### src/rtl/adc_ram_half_reader.sv
// adc_ram_half_reader: averages each completed half of the ping-pong ADC DPBRAM
//   i_clk, i_rst (async, active-low)      clock and reset
//   i_en, i_wr_addr, i_wr_cs              writer snoop; half-complete event capture
//   o_rd_addr, o_rd_en                    port-B read of the completed half (V and C RAM)
//   i_v_rd_data, i_c_rd_data              port-B read data, RAM_LATENCY clocks after o_rd_en
//   o_v_avg, o_c_avg, o_half, o_avg_valid one averaged pair per half, single-cycle strobe
//   i_overrun_clr, o_overrun              sticky flag: event accepted while busy
//   o_busy, o_debug_state                 FSM visibility
module adc_ram_half_reader #(
  parameter int RAM_DEPTH   = 2048,
  parameter int DATA_WIDTH  = 24,
  parameter int RAM_LATENCY = 2
) (
  input  logic                  i_clk,
  input  logic                  i_rst,
  input  logic                  i_en,
  input  logic [14:0]           i_wr_addr,
  input  logic                  i_wr_cs,
  output logic [14:0]           o_rd_addr,
  output logic                  o_rd_en,
  input  logic [DATA_WIDTH-1:0] i_v_rd_data,
  input  logic [DATA_WIDTH-1:0] i_c_rd_data,
  output logic [DATA_WIDTH-1:0] o_v_avg,
  output logic [DATA_WIDTH-1:0] o_c_avg,
  output logic                  o_avg_valid,
  output logic                  o_half,
  input  logic                  i_overrun_clr,
  output logic                  o_overrun,
  output logic                  o_busy,
  output logic [1:0]            o_debug_state
);
  localparam int N    = RAM_DEPTH / 2;
  localparam int LOGN = $clog2(N);
  localparam int ACCW = DATA_WIDTH + LOGN;
  typedef enum logic [1:0] {IDLE, READ, DRAIN, DONE} state_t;
  state_t state, state_n;
  logic pend, pend_half, half;
  logic ev, ev_half, go, go_half, start;
  logic [LOGN-1:0] cnt;
  logic [RAM_LATENCY-1:0] dly;
  logic [ACCW-1:0] v_acc, c_acc;
  // An event seen in IDLE starts the readout at the same edge it is captured,
  // so READ begins in the very next cycle; otherwise it waits in pend.
  always_comb begin
    ev_half = i_wr_addr == 15'(RAM_DEPTH - 1);
    ev      = i_en && i_wr_cs && (ev_half || i_wr_addr == 15'(N - 1));
    go      = ev || pend;
    go_half = ev ? ev_half : pend_half;
    start   = state == IDLE && go;
  end
  always_ff @(posedge i_clk or negedge i_rst)
    if (!i_rst) state <= IDLE;
    else state <= state_n;
  always_comb begin
    state_n = state == IDLE  ? (go ? READ : IDLE) :
              state == READ  ? (cnt == LOGN'(N - 1) ? DRAIN : READ) :
              state == DRAIN ? (cnt == LOGN'(RAM_LATENCY - 1) ? DONE : DRAIN) :
                               IDLE;
  end
  always_comb begin
    o_rd_en       = state == READ;
    o_busy        = state != IDLE;
    o_debug_state = state;
  end
  always_ff @(posedge i_clk or negedge i_rst)
    if (!i_rst) begin
      pend        <= 1'b0;
      pend_half   <= 1'b0;
      half        <= 1'b0;
      cnt         <= '0;
      o_rd_addr   <= '0;
      dly         <= '0;
      v_acc       <= '0;
      c_acc       <= '0;
      o_v_avg     <= '0;
      o_c_avg     <= '0;
      o_half      <= 1'b0;
      o_avg_valid <= 1'b0;
      o_overrun   <= 1'b0;
    end else begin
      if (start) pend <= 1'b0;
      else if (ev) {pend, pend_half} <= {1'b1, ev_half};
      if (ev && state != IDLE) o_overrun <= 1'b1;
      else if (i_overrun_clr) o_overrun <= 1'b0;
      cnt <= (state != state_n || state == IDLE) ? '0 : cnt + 1'b1;
      if (start) begin
        half      <= go_half;
        o_rd_addr <= go_half ? 15'(N) : 15'd0;
      end else if (state == READ && cnt != LOGN'(N - 1)) o_rd_addr <= o_rd_addr + 15'd1;
      // dly[RAM_LATENCY-1] marks the cycle whose closing edge samples a requested word
      dly[0] <= o_rd_en;
      for (int i = 1; i < RAM_LATENCY; i++) dly[i] <= dly[i-1];
      if (start) begin
        v_acc <= '0;
        c_acc <= '0;
      end else if (dly[RAM_LATENCY-1]) begin
        v_acc <= v_acc + {{LOGN{i_v_rd_data[DATA_WIDTH-1]}}, i_v_rd_data};
        c_acc <= c_acc + {{LOGN{i_c_rd_data[DATA_WIDTH-1]}}, i_c_rd_data};
      end
      o_avg_valid <= state == DONE;
      // dropping the low LOGN bits is the arithmetic shift (floor division by N)
      if (state == DONE) begin
        o_v_avg <= v_acc[ACCW-1:LOGN];
        o_c_avg <= c_acc[ACCW-1:LOGN];
        o_half  <= half;
      end
    end
endmodule

### config.mk
export PLATFORM = sky130hd
export DESIGN_NAME = adc_ram_half_reader
export DESIGN_NICKNAME = d
export VERILOG_FILES = /design/src/rtl/adc_ram_half_reader.sv
export SDC_FILE = /design/constraint.sdc
export NUM_CORES = 1
export LEC_CHECK = 0
export ABC_AREA = 1
export CAP_MARGIN = 10
export CORE_AREA = 2 2 177 179
export DETAILED_ROUTE_END_ITERATION = 10
export DIE_AREA = 0 0 179 181
export GPL_TIMING_DRIVEN = 0
export HOLD_SLACK_MARGIN = 0.06
export PLACE_DENSITY = 0.62
export SYNTH_ARGS = -nofsm -noshare
export SYNTH_HDL_FRONTEND = slang
export SYNTH_SLANG_ARGS = --single-unit
### constraint.sdc
create_clock -name i_clk -period 1.65 [get_ports i_clk]
set_input_delay 0.2475 -clock i_clk [delete_from_list [all_inputs] [get_ports i_clk]]
set_output_delay 0.2475 -clock i_clk [all_outputs]
set_load 0.05 [all_outputs]
==> summary.txt, run 1 <==
Worst reg-to-reg path cell count: 12
Total Routed Length: 37900 um
Cell Rows: 64
Layout Cells excl Fill: 2240
CTS tree: yes
Setup TNS: -9020 ps
R2r startpoint: v_acc[0]
Post-route total power: 29.0 mW
Most common cell in the netlist: nand2_1
Fmax: 0.517 GHz
Average size of a mapped cell: 6.79 um2
Placed cells: 2092
Antenna Diode Count: 0
Reg2reg setup slack: -280 ps
H-tree Lvls: 4
Final Util: 0.547
Pwr dens: 1750 mW/mm2
Seq/Total Area, Yosys: 0.357
RD Place Congestion: 0.918
CP Launch Type: flop
Starting DRT DRC Count: 764
GR Overflow Total: 0
Synth warn: 0
Yosys reg bits: 151
Global-route wire length before repair: 57500 um
Layout cells sized above 1: 0.364
EDFF count, synth: 0
Vias: 11300
Synth cell types: 45
Main flop type after synthesis: dfrtp_1
Critical path type: reg2reg
Final Max Tran Viols: 0
Vias/cell: 5.04
Maxcap violations: 0
Syn-to-layout area delta: 56.9%
Clock sinks: 151
Final HPWL DP: 25800 um
Worst Path Arrival: 2260 ps
Worst Skew: 10.4 ps
Root buffer cell: clkbuf_16
Mapped Nets: 1697
Crit share post-route: 1.17
Fillers: 2710
RSZ-0062 raised after global routing: true
Die height: 181 um
Worst-Margin Slew: 656 ps
VDD IR max: 1070 uV
Clock-pin transition on the worst setup and hold timing paths: 70 ps
Worst-path fanout max: 4
Worst skew pair latency: 440 ps
Die width: 179 um
Post-route cell area: 0.0166 mm2
Mapped Area: 0.0106 mm2
Placed Area: 0.0127 mm2
Failing checks: negative setup slack
Reg2Reg Capture Point: v_acc[30]
Final setup fails: 57
I/O pin count: 138
Initial Util: 0.348
Cell taking the most area after synthesis: dfrtp_1
Fin worst setup slack: -285 ps
Fin Hold WS: 271 ps
PortBufs: 137
Synth Instances: 1558
Final min period: 1930 ps
DRC viols: 0
Layout net count: 1970
Status: finished with violations
Worst slack at placement: -1010 ps
Worst EP required: 1980 ps
Final hold viol count: 0
Pin count of the biggest net entering global routing: 116
Top cells by count, synth: nand2_1 (557), inv_1 (208), dfrtp_1 (151), nor2_1 (142), o21ai_0 (97)
Wire per inst: 16.9 um
Drt pass-1 iters: 5
Number of global-route vias before repair: 11400
Antenna-violating nets left: 0
Top cell type's share of synthesized area: 0.357
Type of the worst min-delay path: in2async
Die Footprint: 0.0324 mm2
Synth area leaders: dfrtp_1 (36%), nand2_1 (20%), ha_1 (8.2%), inv_1 (7.4%), nor2_1 (5.0%)
Total track usage: 0.227
Clock buffer depth: 2
Initial antenna violation count: 0
Core ar.: 0.0303 mm2
Num CTS Buffers: 17
Pleak: 8.06 nW
Crit end category: flop
Rel. slew slack: 0.563
Ys async rst share: 1.00
layout by cell type (no fill, tap or decap), types with 16 or more instances in the layout:
cell	count
o21ai_0	53
o21ai_1	40
buf_4	105
clkbuf_16	17
nand2_4	72
nand2_1	392
a21oi_4	16
inv_1	177
buf_6	20
a21oi_1	37
dlygate4sd2_1	47
clkdlybuf4s50_1	64
nor2_4	32
nand3_2	25
nor2_2	36
dfrtp_1	140
nand2_2	100
a21oi_2	36
inv_2	30
clkbuf_2	16
ha_4	58
nor2_1	83
nand3_1	46
flip-flops by register name (all words and copies together), names as in the netlist:
register / count
o_overrun: 1
o_debug_state: 2
o_half: 1
pend: 1
o_avg_valid: 1
c_acc: 34
o_v_avg: 24
o_rd_addr: 15
v_acc: 34
dly: 2
o_c_avg: 24
pend_half: 1
cnt: 10
half: 1
worst max path at each step:
stage	endpoint	slack (ps)	startpoint	cells past startpoint
3_5_place_dp	v_acc[29]	-1010	i_v_rd_data[23]	11
3_3_place_gp	o_debug_state[0]	-6870	i_rst	1
2_1_floorplan	o_rd_addr[14]	-70	o_debug_state[0]	8
5_1_grt	v_acc[30]	-370	v_acc[11]	12
4_1_cts	c_acc[30]	-250	c_acc[0]	13
6_report	v_acc[30]	-280	v_acc[0]	12
timing repair:
action / in CTS / in global routing
hold buffers: 1 / 0
endpoints found under the hold margin: 36 / 0
pin swaps: 145 / 145
gates resized for setup: 500 / 259
endpoints found under the setup margin: 175 / 151
buffers inserted: 78 / 40
routing by layer:
metal | up-vias | routed length, um | track usage
li1 | 5503 | - | -
met1 | 5361 | 15600 | 0.274
met2 | 329 | 18900 | 0.399
met3 | 100 | 1940 | 0.0372
met4 | 0 | 1500 | 0.0907
met5 | - | 0 | 0
power breakdown:
group          leakage, nW  switching (mW)  internal [mW]  total (mW)
combinational         5.92            10.7           8.48        19.2
sequential            1.85           0.918           4.67        5.59
clock                0.302            1.82           2.43        4.26
kinds of logic after synthesis:
logic type	share of synthesized area
simple gates	0.333
xor+xnor	0.0215
buf+inv	0.0879
fa+ha+maj	0.0854
mux	0.00106
compound gates	0.114
flops	0.357
final cells by class:
class / count / area, um2 / share of cell area
plain buffers: 24 / 163 / 0.00980
repair buffers: 254 / 2230 / 0.134
flip-flops and latches: 151 / 3790 / 0.229
well taps: 396 / 495 / 0.0299
inverters: 213 / 815 / 0.0491
multi-input cells: 1170 / 8480 / 0.511
clock inverters: 14 / 189 / 0.0114
clock buffers: 18 / 429 / 0.0259
worst max-delay path, cell delays in order, from the launching register on:
cell     delay (ps)
dfrtp_1         410
ha_4            170
fa_2            360
nand2_2         110
o21ai_4          70
nand2_1          90
nand2_2          90
nand2_2         110
nand2_4         100
nand2_4         100
nand3_2          80
nand3_2          80
nand2_1          50
Note: power is estimated with default switching activity, not from simulation.
==> inputs of run 2 (changes only) <==
Settings changed: CAP_MARGIN 10 to 15.
==> results of run 2 <==
No change in the layout: final DEF, timing and power equal those of run 1.
